==> src/rtl/cp0_unit.sv <==
// cp0_unit: MIPS coprocessor 0 (SR, Cause, EPC, PRId) with interrupt/exception arbitration.
// Optional Count/Compare timer is built when CP0_TIMER_EN is defined.
module cp0_unit #(
  parameter int          NUM_HWINT    = 6,
  parameter logic [31:0] HANDLER_ADDR = 32'h0000_4180,
  parameter logic [31:0] PRID         = 32'h4D49_5053
) (
  input  logic                 clk,
  input  logic                 reset,
  input  logic [4:0]           raddr,
  output logic [31:0]          rdata,
  input  logic [4:0]           waddr,
  input  logic [31:0]          wdata,
  input  logic                 we,
  input  logic [31:0]          vpc,
  input  logic                 bd_in,
  input  logic [4:0]           exc_code_in,
  input  logic                 eret,
  input  logic [NUM_HWINT-1:0] hwint,
  output logic                 req,
  output logic [31:0]          epc_out,
  output logic [31:0]          handler_pc
);

  localparam logic [4:0] A_COUNT   = 5'd9;
  localparam logic [4:0] A_COMPARE = 5'd11;
  localparam logic [4:0] A_SR      = 5'd12;
  localparam logic [4:0] A_CAUSE   = 5'd13;
  localparam logic [4:0] A_EPC     = 5'd14;
  localparam logic [4:0] A_PRID    = 5'd15;

  logic [5:0]  r_im;
  logic [5:0]  r_ip;
  logic        r_exl;
  logic        r_ie;
  logic        r_bd;
  logic [4:0]  r_exc;
  logic [31:0] r_epc;

  logic [5:0]  w_hw;
  logic [5:0]  w_ip;
  logic        w_ti;
  logic [31:0] w_count;
  logic [31:0] w_compare;
  logic        w_int;
  logic        w_exc;
  logic        w_req;
  logic        w_mtc0;

  // Lines beyond NUM_HWINT are tied off so IP reads 0 there.
  for (genvar i = 0; i < 6; i++) begin : g_hw
    if (i < NUM_HWINT) begin : g_on
      assign w_hw[i] = hwint[i];
    end else begin : g_off
      assign w_hw[i] = 1'b0;
    end
  end

  assign w_ip   = r_ip | {w_ti, 5'b0};
  assign w_int  = (|(w_ip & r_im)) & r_ie & ~r_exl;
  assign w_exc  = (exc_code_in != 5'd0) & ~r_exl;
  assign w_req  = ~reset & (w_int | w_exc);
  assign w_mtc0 = we & ~w_req;

  assign req        = w_req;
  assign handler_pc = HANDLER_ADDR;
  assign epc_out    = reset ? 32'd0 :
                      (w_mtc0 && waddr == A_EPC) ? wdata : r_epc;

  // Status/Cause/EPC update: reset > trap entry > eret > mtc0.
  always_ff @(posedge clk) begin
    if (reset) begin
      r_im  <= '0;
      r_ip  <= '0;
      r_exl <= 1'b0;
      r_ie  <= 1'b0;
      r_bd  <= 1'b0;
      r_exc <= '0;
      r_epc <= '0;
    end else begin
      r_ip <= w_hw;
      if (w_req) begin
        r_exl <= 1'b1;
        r_exc <= w_int ? 5'd0 : exc_code_in;
        r_bd  <= bd_in;
        r_epc <= bd_in ? vpc - 32'd4 : vpc;
      end else begin
        if (we && waddr == A_SR) begin
          r_im  <= wdata[15:10];
          r_exl <= wdata[1];
          r_ie  <= wdata[0];
        end
        if (we && waddr == A_EPC)
          r_epc <= wdata;
        if (eret)
          r_exl <= 1'b0;
      end
    end
  end

`ifdef CP0_TIMER_EN
  logic [31:0] r_count;
  logic [31:0] r_compare;
  logic        r_ti;

  // Free-running Count; TI latches on match, cleared by a Compare write.
  always_ff @(posedge clk) begin
    if (reset) begin
      r_count   <= '0;
      r_compare <= 32'hFFFF_FFFF;
      r_ti      <= 1'b0;
    end else begin
      if (w_mtc0 && waddr == A_COUNT)
        r_count <= wdata;
      else
        r_count <= r_count + 32'd1;
      if (w_mtc0 && waddr == A_COMPARE) begin
        r_compare <= wdata;
        r_ti      <= 1'b0;
      end else if (r_count == r_compare) begin
        r_ti <= 1'b1;
      end
    end
  end

  assign w_ti      = r_ti;
  assign w_count   = r_count;
  assign w_compare = r_compare;
`else
  logic w_unused;
  assign w_unused  = ^wdata;
  assign w_ti      = 1'b0;
  assign w_count   = 32'd0;
  assign w_compare = 32'd0;
`endif

  // mfc0 read mux; unimplemented registers read 0.
  always_comb begin
    rdata = 32'd0;
    case (raddr)
      A_COUNT:   rdata = w_count;
      A_COMPARE: rdata = w_compare;
      A_SR:      rdata = {16'd0, r_im, 8'd0, r_exl, r_ie};
      A_CAUSE:   rdata = {r_bd, w_ti, 14'd0, w_ip, 3'd0, r_exc, 2'd0};
      A_EPC:     rdata = r_epc;
      A_PRID:    rdata = PRID;
      default:   rdata = 32'd0;
    endcase
  end

endmodule

==> config.mk <==
export PLATFORM = sky130hd
export DESIGN_NAME = cp0_unit
export DESIGN_NICKNAME = d
export VERILOG_FILES = /design/src/rtl/cp0_unit.sv
export SDC_FILE = /design/constraint.sdc
export NUM_CORES = 1
export LEC_CHECK = 0
export BUFFER_PORTS_ARGS = -buffer_cell sky130_fd_sc_hd__buf_4
export CAP_MARGIN = 20
export CORE_ASPECT_RATIO = 2
export CORE_MARGIN = 2
export CORE_UTILIZATION = 40
export DETAILED_ROUTE_END_ITERATION = 16
export PLACE_DENSITY = 0.78
export SLEW_MARGIN = 15
export SYNTH_ARGS = -nofsm -noshare
export SYNTH_HDL_FRONTEND = slang
export SYNTH_SLANG_ARGS = --single-unit
==> constraint.sdc <==
create_clock -name clk -period 2.6 [get_ports clk]
set_clock_uncertainty 0.2 [all_clocks]
set_input_delay 0.39 -clock clk [delete_from_list [all_inputs] [get_ports clk]]
set_output_delay 0.39 -clock clk [all_outputs]
set_load 0.02 [all_outputs]
==> results of run 1 <==
-- what timing repair did --
action                     CTS  global route
buffers inserted             2             3
gates cloned                 1             0
resized for setup           34             9
pin swaps                    3             2
setup endpoints to repair   32            32
-- cells by family after synthesis --
logic type	count (synthesis)	synth area share
other	2	0.00161
and+or+nand+nor	236	0.310
adders and majority gates	1	0.00268
muxes	55	0.118
buffers and inverters	87	0.113
xor gates and xnor gates	7	0.0131
AOI/OAI and AO/OA	138	0.218
DFF	52	0.223
-- layer usage --
metal / track usage / vias up / wire length, um
met5: 0 / - / 0
met1: 0.273 / 2456 / 5760
met4: 0.157 / 0 / 1030
met2: 0.452 / 257 / 8620
li1: - / 2416 / -
met3: 0.0323 / 58 / 977
-- cell type report --
class                   count  area share
clock buffers               5      0.0186
multi-input cells         469       0.537
inverters                   6     0.00334
flip-flops and latches     52       0.155
repair buffers            199       0.253
clock inverters             3     0.00687
well taps                 142      0.0263
-- registers in the layout, summed over array words and instances (netlist names) --
name	cells
r_exl	1
r_bd	1
r_ie	1
r_im	6
r_exc	5
r_ip	6
r_epc	32
-- power by group through the flow --
| stage | clock (mW) | sequential [mW] | combinational [mW] |
|---|---|---|---|
| final | 0.761 | 0.911 | 0.780 |
| after global routing | 0.796 | 0.915 | 0.833 |
| after CTS | 0.762 | 0.907 | 0.770 |
| after detailed placement | 0 | 0.925 | 0.745 |
| after global placement | 0 | 0.923 | 0.728 |
| after floorplan | 0 | 0.905 | 0.495 |
-- how the worst max path moves through the flow --
stage                        endpoint            from  slack (ns)  cells past startpoint
after CTS                 epc_out[15]  exc_code_in[3]       -0.21                      8
final                     epc_out[31]         r_im[2]       -0.26                      7
after global placement    epc_out[22]  exc_code_in[0]       -0.16                      8
after floorplan           epc_out[10]  exc_code_in[0]       -0.11                      6
after detailed placement  epc_out[28]  exc_code_in[0]       -0.19                      8
after global routing      epc_out[31]         r_im[2]       -0.28                      7
-- layout by cell type, fill, tap and decap left out, types with 4 or more instances in the layout --
cell type	synthesis	final
buf_4	32	162
nand2b_1	72	72
dfxtp_1	52	50
nor2_1	36	36
conb_1	2	32
mux2i_4	0	30
buf_6	6	30
o31ai_1	28	28
a211oi_1	25	25
mux2i_1	55	24
a21oi_1	21	21
nand4_1	21	21
nand3_1	15	15
or4_1	15	14
a31oi_1	14	14
a41o_1	13	13
and2_1	11	11
nor2b_1	10	10
nor4_1	9	9
o21ai_0	8	8
nand2_1	7	7
or3_1	7	7
nor3_1	6	6
o31a_1	6	6
xor2_1	5	5
and4_1	5	5
a2111oi_0	5	5
clkbuf_16	0	5
buf_12	0	5
inv_1	4	4
a22oi_1	4	4
or2_2	4	4
-- stage by stage --
step / setup TNS (ns) / util / hold WS, ns
after global routing: -6.46 / 0.594 / 0.118
final: -5.41 / 0.594 / 0.103
after floorplan: -3.39 / - / 0.243
after detailed placement: -4.85 / 0.560 / 0.264
after CTS: -5.57 / 0.591 / 0.107
after global placement: -4.31 / 0.560 / 0.252
==> summary.md, run 1 <==
| Metric | Value |
|---|---|
| Status | `finished, violations left` |
| Failing checks | `negative setup slack` |
| Synth area leader | `dfxtp_1` |
| WL per Instance | `18.7 um` |
| Count leader, synth | `nand2b_1` |
| Synthesis Warnings | `0` |
| CTS tree | `built` |
| Clock sink count | `52` |
| DR vias | `5187` |
| Drt pass-1 iters | `5` |
| Internal power | `1.67 mW` |
| Comb pwr share | `0.318` |
| RSZ-0062 raised after global routing | `yes` |
| Startpoint Class | `flip-flop` |
| R2R Setup Slk | `0.25 ns` |
| Setup violations, final | `32` |
| CTS root buffer | `clkbuf_16` |
| Drt via density | `5.92` |
| Critical Path Most Common Cell | `buf_12` |
| Max-cap violations | `0` |
| Placer congestion estimate | `0.941` |
| Share of layout cells above drive strength 1 | `0.354` |
| Finished Layout Cells | `876` |
| Count of buffer and inverter cells on the critical path | `3` |
| CP cell instances | `a22o_1 > o311a_4 > nor3_4 > buf_12 > buf_12 > mux2i_2 > buf_4` |
| Period Utilization, post-route | `1.10` |
| Fmax | `350 MHz` |
| Core Box Area | `11400 um2` |
| Initial DRC Count | `525` |
| Dpl ws | `-0.188 ns` |
| Initial core utilization | `0.411` |
| Number of global-route vias before repair | `5044` |
| Critical Path AT | `2.27 ns` |
| Multi-input gate area | `3620 um2` |
| Gate Count Post-Synth | `578` |
| GRT overflow | `0` |
| Top delay family on crit path | `compound AO/OA/AOI/OAI gates` |
| DIE AREA | `12600 um2` |
| R2R Path End | `r_epc[12]` |
| Global router's overall resource usage | `0.253` |
| EDFF count, synth | `0` |
| Synth Area per Inst | `8.07 um2` |
| Die W | `80.4 um` |
| I/O Buffers | `154` |
| Net Sw Frac | `0.320` |
| Fin nets | `824` |
| Final hold vios | `0` |
| Crit path max-delay cell type | `o311a_4` |
| Slew Limit Fails | `0` |
| Critical Path Fanout Max | `8` |
| Post-route cell area | `6740 um2` |
| Final wirelength | `16.4 mm` |
| Drt drc | `0` |
| WS Path Type | `reg -> out` |
| Cell area after placement | `6360 um2` |
| H-Tree Depth | `2` |
| Share of the synthesized area in the top cell type | `0.223` |
| Ports | `187` |
| Num rows | `55` |
| Slew Limit Headroom | `0.523` |
| Tmin final | `2.86 ns` |
| Ant diodes | `0` |
| Clk Latency, worst-skew pair | `0.30 ns` |
| Fillcell total | `994` |
| First-pass GRT wire length | `25.1 mm` |
| Worst Hold Path Cells | `2` |
| RR Startpoint | `r_ip[3]` |
| DP HPWL | `12.9 mm` |
| Yosys reg bits | `52` |
| Synth Flop Type | `dfxtp_1` |
| CTS hold repair buffers | `0` |
| Setup slack after layout | `-0.255 ns` |
| Largest cells by area after synthesis | `dfxtp_1 22%, mux2i_1 12%, nand2b_1 9.7%` |
| Worst hold start | `hwint[2]` |
| CTS buffer count | `5` |
| Die H | `157 um` |
| Worst IR drop on VDD | `0.000341 V` |
| Post-DRT Antenna Nets | `0` |
| Pwr Total | `2.45 mW` |
| Post-Syn Area | `4660 um2` |
| CP required | `2.01 ns` |
| Switching power | `0.784 mW` |
| Worst Tran Pin Value | `0.714 ns` |
| Largest net degree at the start of global routing | `48` |
| Cell area power density | `364 nW/um2` |
| Longest Clk Path Bufs | `2` |
| Post-placement cell count | `863` |
| CTS clk-pin slew, worst paths | `0.07 ns` |
| Hold Path Class | `in -> reg` |
| Post-synth top cells | `72 x nand2b_1, 55 x mux2i_1, 52 x dfxtp_1` |
| Clock power share | `0.310` |
| Share of the yosys chip area belonging to registers | `0.223` |
| Ys async rst share | `0` |
| Distinct cells, synth | `60` |
| R2r worst-path depth | `7` |
| Storage element area | `1040 um2` |
| Area grow syn2layout | `44.6%` |
| Leakage Power | `2.71 nW` |
| Part of the power in registers | `0.371` |
| Crit path largest cell delay | `0.40 ns` |
| Initial antenna violation count | `0` |
| Hold Path End | `r_ip[2]` |
| Worst Setup End Kind | `primary output` |
(Power assumes the default switching activity.)
==> inputs of run 2 (changes only) <==
==> constraint.sdc (replaced) <==
create_clock -name clk -period 2.6 [get_ports clk]
set_clock_uncertainty 0.2 [all_clocks]
set_input_delay 0.13 -clock clk [delete_from_list [all_inputs] [get_ports clk]]
set_output_delay 0.13 -clock clk [all_outputs]
set_load 0.02 [all_outputs]
==> run 2 against run 1 <==
Effect of this change: largest power group unchanged; routed wire length is 2.7% higher; via count is 1.4% higher; sequential share of layout area is 0.64 points higher; cell count is 2.1% higher; fmax is 11% higher; setup slack better by 0.27 ns; power is 0.95% lower; the run now ends clean.
==> summary.md, run 2 (synthesized netlist as in run 1, its figures left out) <==
| Metric | Value |
|---|---|
| DP HPWL | `12.5 mm` |
| Number of global-route vias before repair | `5071` |
| Cell area power density | `376 nW/um2` |
| Num rows | `55` |
| Global router's overall resource usage | `0.253` |
| Worst Setup End Kind | `primary output` |
| Ports | `187` |
| Drt drc | `0` |
| TNS Setup | `0 ns` |
| Critical Path AT | `2.25 ns` |
| Slew Limit Fails | `0` |
| Worst path depth | `7` |
| DR vias | `5261` |
| Register with the most flip-flops | `r_epc` |
| GRT overflow | `0` |
| Multi-input gate area | `3280 um2` |
| First-pass GRT wire length | `25.0 mm` |
| DIE AREA | `12600 um2` |
| Worst IR drop on VDD | `0.000402 V` |
| WL per Instance | `18.8 um` |
| CP cell instances | `a22o_1 > o311a_4 > nor3_4 > buf_6 > buf_12 > mux2i_2 > buf_4` |
| CTS buffer count | `5` |
| Regs by FF count | `r_epc x32, r_im x6, r_ip x6` |
| CTS tree | `built` |
| Status | `finished, final reports clean` |
| Drt pass-1 iters | `5` |
| Clk Latency, worst-skew pair | `0.29 ns` |
| Leakage Power | `2.67 nW` |
| Drt via density | `5.88` |
| Fin nets | `842` |
| Final hold vios | `0` |
| Hold Path End | `r_epc[9]` |
| R2R Path End | `r_epc[13]` |
| Startpoint Class | `flip-flop` |
| CP required | `2.27 ns` |
| Post-DRT Antenna Nets | `0` |
| Fmax | `387 MHz` |
| R2r worst-path depth | `6` |
| RSZ-0062 raised after global routing | `yes` |
| Share of layout cells above drive strength 1 | `0.290` |
| Tmin final | `2.58 ns` |
| Worst hold start | `wdata[9]` |
| Hold Path Class | `in -> reg` |
| Placer congestion estimate | `0.905` |
| Ant diodes | `0` |
| Fillcell total | `1052` |
| Initial core utilization | `0.411` |
| WS Path Type | `reg -> out` |
| Core Box Area | `11400 um2` |
| Largest register FFs | `32` |
| Top delay family on crit path | `compound AO/OA/AOI/OAI gates` |
| H-Tree Depth | `2` |
| Slew Limit Headroom | `0.466` |
| Critical Path Fanout Max | `11` |
| Longest Clk Path Bufs | `2` |
| Period Utilization, post-route | `0.993` |
| Count of buffer and inverter cells on the critical path | `3` |
| Area grow syn2layout | `38.6%` |
| Storage element area | `1040 um2` |
| Largest net degree at the start of global routing | `102` |
| Clock sink count | `52` |
| Initial antenna violation count | `0` |
| CTS root buffer | `clkbuf_16` |
| R2R Setup Slk | `0.41 ns` |
| Most common cell after layout, fill and taps aside | `buf_4` |
| Most frequent cells in the layout | `174 x buf_4, 72 x nand2b_1, 51 x dfxtp_1` |
| Final wirelength | `16.8 mm` |
| RR Startpoint | `r_im[2]` |
| I/O Buffers | `154` |
| Crit path largest cell delay | `0.40 ns` |
| Setup violations, final | `0` |
| Die H | `157 um` |
| Worst Tran Pin Value | `0.800 ns` |
| Initial DRC Count | `304` |
| Hold Slack | `0.0116 ns` |
| Max-cap violations | `0` |
| Die W | `80.4 um` |
| Worst Hold Path Cells | `3` |
| CTS clk-pin slew, worst paths | `0.07 ns` |
| Crit path max-delay cell type | `o311a_4` |
-- run 2: cell types whose count changed in the layout (fill, tap and decap cells not counted), sizes merged --
cell	previous run	this run
buf	199	181
dlygate4sd3	0	36
-- run 2: final cells by class --
class / instances / area share
multi-input combinational: 469 / 0.507
tap: 142 / 0.0275
timing repair buffer: 217 / 0.274
clock inverter: 3 / 0.00716
inverter: 6 / 0.00406
clock buffer: 5 / 0.0193
sequential: 52 / 0.161
-- run 2: routing by layer --
| layer | GRT usage | routed length [um] | share of wire | vias up |
|---|---|---|---|---|
| li1 | - | - | - | 2455 |
| met1 | 0.262 | 5890 | 0.35 | 2462 |
| met2 | 0.467 | 8960 | 0.53 | 276 |
| met3 | 0.0265 | 975 | 0.058 | 68 |
| met4 | 0.157 | 999 | 0.059 | 0 |
| met5 | 0 | 0 | 0 | - |
-- run 2: worst reg2reg max path, stage by stage, from the launching register on --
cell,delay (ns)
dfxtp_1,0.33
a22o_1,0.26
buf_4,0.15
o311ai_4,0.31
buf_12,0.24
nand2_2,0.29
a211oi_1,0.31
-- run 2: stage by stage --
step / setup slack (ns) / utilization / power (mW) / instance area [um2] / std cells
2_1_floorplan: 0.298 / - / 1.34 / 4780 / 608
3_3_place_gp: 0.276 / 0.511 / 1.59 / 5800 / 845
3_5_place_dp: 0.252 / 0.511 / 1.60 / 5800 / 845
4_1_cts: 0.00474 / 0.565 / 2.41 / 6410 / 895
5_1_grt: -0.0377 / 0.569 / 2.52 / 6470 / 894
6_report: 0.0174 / 0.569 / 2.43 / 6470 / 894
-- run 2: what timing repair did --
| action | in CTS | in global routing |
|---|---|---|
| endpoints found under the hold margin | 36 | 0 |
| endpoints found under the setup margin | 8 | 28 |
| setup buffers | 5 | 0 |
| pin swaps | 4 | 1 |
| gates cloned | 1 | 0 |
| hold buffers | 36 | 0 |
| gates resized for setup | 5 | 17 |
-- run 2: how the worst max path moves through the flow --
stage	startpoint	slack [ns]	endpoint
2_1_floorplan	exc_code_in[0]	0.30	epc_out[10]
3_3_place_gp	r_ip[3]	0.28	epc_out[29]
3_5_place_dp	r_ip[3]	0.25	epc_out[29]
4_1_cts	r_im[4]	0.005	epc_out[30]
5_1_grt	r_im[4]	-0.04	epc_out[13]
6_report	r_im[4]	0.02	epc_out[30]
-- run 2: report_power, final --
group          total [mW]  leakage (nW)  switching [mW]  internal, mW
registers           0.909         0.432          0.0519         0.857
clock network       0.773        0.0857           0.313         0.460
logic               0.747          2.15           0.409         0.339
==> inputs of run 3 (changes only) <==
--- a/config.mk
+++ b/config.mk
@@ -11,7 +11,7 @@
 export CORE_MARGIN = 2
 export CORE_UTILIZATION = 40
 export DETAILED_ROUTE_END_ITERATION = 16
-export PLACE_DENSITY = 0.78
+export PLACE_DENSITY = 0.71
 export SLEW_MARGIN = 15
 export SYNTH_ARGS = -nofsm -noshare
 export SYNTH_HDL_FRONTEND = slang
==> run 3 against run 2 <==
Effect of this change: via count is 2.5% lower; register-to-register slack worse by 0.35 ns; hold slack worse by 0.0078 ns; sequential share of layout area hardly changed; non-clock buffer count is 1 higher; combinational power is 0.8% lower; critical path depth stayed put; fmax is 0.35% lower; power is 1.7% lower; routed wire length is 1.4% lower; first-iteration DRC count is 3.0% higher; critical endpoint is now epc_out[31]; largest cell class unchanged.
==> summary.md, run 3 (synthesized netlist as in run 1, its figures left out) <==
| Metric | Value |
|---|---|
| Fmax | `386 MHz` |
| Most common cell after layout, fill and taps aside | `buf_4` |
| Initial core utilization | `0.411` |
| Die W | `80.4 um` |
| DR vias | `5128` |
| Regs by FF count | `r_epc x32, r_im x6, r_ip x6` |
| Drt pass-1 iters | `5` |
| Worst Setup End Kind | `primary output` |
| Num rows | `55` |
| Tmin final | `2.59 ns` |
| DP HPWL | `12.3 mm` |
| Max-cap violations | `0` |
| Dpl ws | `0.210 ns` |
| Finished Core Util | `0.568` |
| DIE AREA | `12600 um2` |
| Storage element area | `1040 um2` |
| First-pass GRT wire length | `25.0 mm` |
| GRT overflow | `0` |
| Setup violations, final | `0` |
| RR Startpoint | `r_im[2]` |
| Number of global-route vias before repair | `4874` |
| Cell area power density | `370 nW/um2` |
| Longest Clk Path Bufs | `2` |
| Largest register FFs | `32` |
| I/O Buffers | `154` |
| Clock sink count | `52` |
| Worst Tran Pin Value | `0.754 ns` |
| Core Box Area | `11400 um2` |
| TNS Setup | `0 ns` |
| Final wirelength | `16.6 mm` |
| Global router's overall resource usage | `0.252` |
| Fin nets | `843` |
| Initial antenna violation count | `0` |
| Status | `finished, final reports clean` |
| CTS root buffer | `clkbuf_16` |
| Worst hold start | `wdata[7]` |
| Share of layout cells above drive strength 1 | `0.282` |
| Ports | `187` |
| Register with the most flip-flops | `r_epc` |
| Drt drc | `0` |
| Area grow syn2layout | `38.3%` |
| CTS tree | `built` |
| Finished Layout Cells | `894` |
| Slew Limit Headroom | `0.497` |
| CTS buffer count | `5` |
| Post-DRT Antenna Nets | `0` |
| Most frequent cells in the layout | `175 x buf_4, 72 x nand2b_1, 51 x mux2i_1, 51 x dfxtp_1, 37 x dlygate4sd3_1` |
| Startpoint Class | `flip-flop` |
| Final hold vios | `0` |
| Drt via density | `5.74` |
| Die H | `157 um` |
| CP required | `2.27 ns` |
| WS Path Type | `reg -> out` |
| Post-placement cell count | `845` |
| Multi-input gate area | `3250 um2` |
| Slew Limit Fails | `0` |
| Leakage Power | `2.66 nW` |
| Critical Path AT | `2.26 ns` |
| Initial DRC Count | `313` |
| WL per Instance | `18.6 um` |
| Largest net degree at the start of global routing | `97` |
| Worst IR drop on VDD | `0.000295 V` |
| Worst setup path start | `r_im[4]` |
| Critical Path Fanout Max | `11` |
| CTS clk-pin slew, worst paths | `0.06 ns` |
| H-Tree Depth | `2` |
| Placer congestion estimate | `0.915` |
| Hold Path Class | `in -> reg` |
| Clk Latency, worst-skew pair | `0.29 ns` |
| Fillcell total | `1060` |
| Setup slack after layout | `0.00834 ns` |
| RSZ-0062 raised after global routing | `yes` |
| Period Utilization, post-route | `0.997` |
## run 3: cell count changes in the layout (fill, tap and decap cells not counted), sizes merged
cell and delta:
buf -1, clkbuf +1, clkinv -1, diode +1, dlygate4sd3 +1, inv -1
## run 3: worst max-delay path, cell delays in order, from the launching register on
cell and delay (ns):
dfxtp_2 0.33, a22o_1 0.25, o311a_4 0.40, nor3_4 0.21, buf_12 0.16, buf_12 0.16, mux2i_2 0.27, buf_4 0.19
## run 3: layout make-up
cell class / instances / share of cell area
diodes: 1 / 0.000388
clock buffers: 5 / 0.0194
clock inverters: 1 / 0.00465
inverters: 6 / 0.00407
multi-input cells: 469 / 0.504
flip-flops and latches: 52 / 0.162
well taps: 142 / 0.0275
repair buffers: 218 / 0.279
## run 3: power by group
group	switching (mW)	leakage [nW]	internal [mW]
logic	0.404	2.15	0.337
clock network	0.295	0.0758	0.444
registers	0.0502	0.432	0.858
total	0.750	2.66	1.64
## run 3: layer usage
metal	up-vias	global-route usage	routed length, um
met5	-	0	0
met4	0	0.137	766
met3	43	0.0242	729
met2	221	0.458	8810
met1	2407	0.279	6280
li1	2457	-	-
## run 3: path summary, 6_finish.rpt
check	end	slack, ns	depth (start not counted)
min	r_epc[7]	0.004	3
min reg2reg	r_bd	0.28	2
max reg2reg	r_epc[19]	0.06	7
max	epc_out[31]	0.008	7
## run 3: what timing repair did
action | in CTS | in global routing
pin swaps | 4 | 1
setup endpoints to repair | 13 | 31
hold buffers | 37 | 0
cloned | 1 | 1
resized for setup | 6 | 8
hold endpoints to repair | 36 | 0
setup buffers | 3 | 1
## run 3: through the flow
stage / hold slack, ns / power, mW / cell area [um2]
3_3_place_gp: 0.150 / 1.59 / 5800
4_1_cts: 0.00271 / 2.38 / 6390
6_report: 0.00377 / 2.39 / 6450
3_5_place_dp: 0.151 / 1.60 / 5800
2_1_floorplan: 0.0582 / 1.34 / 4780
5_1_grt: 0.00728 / 2.49 / 6450
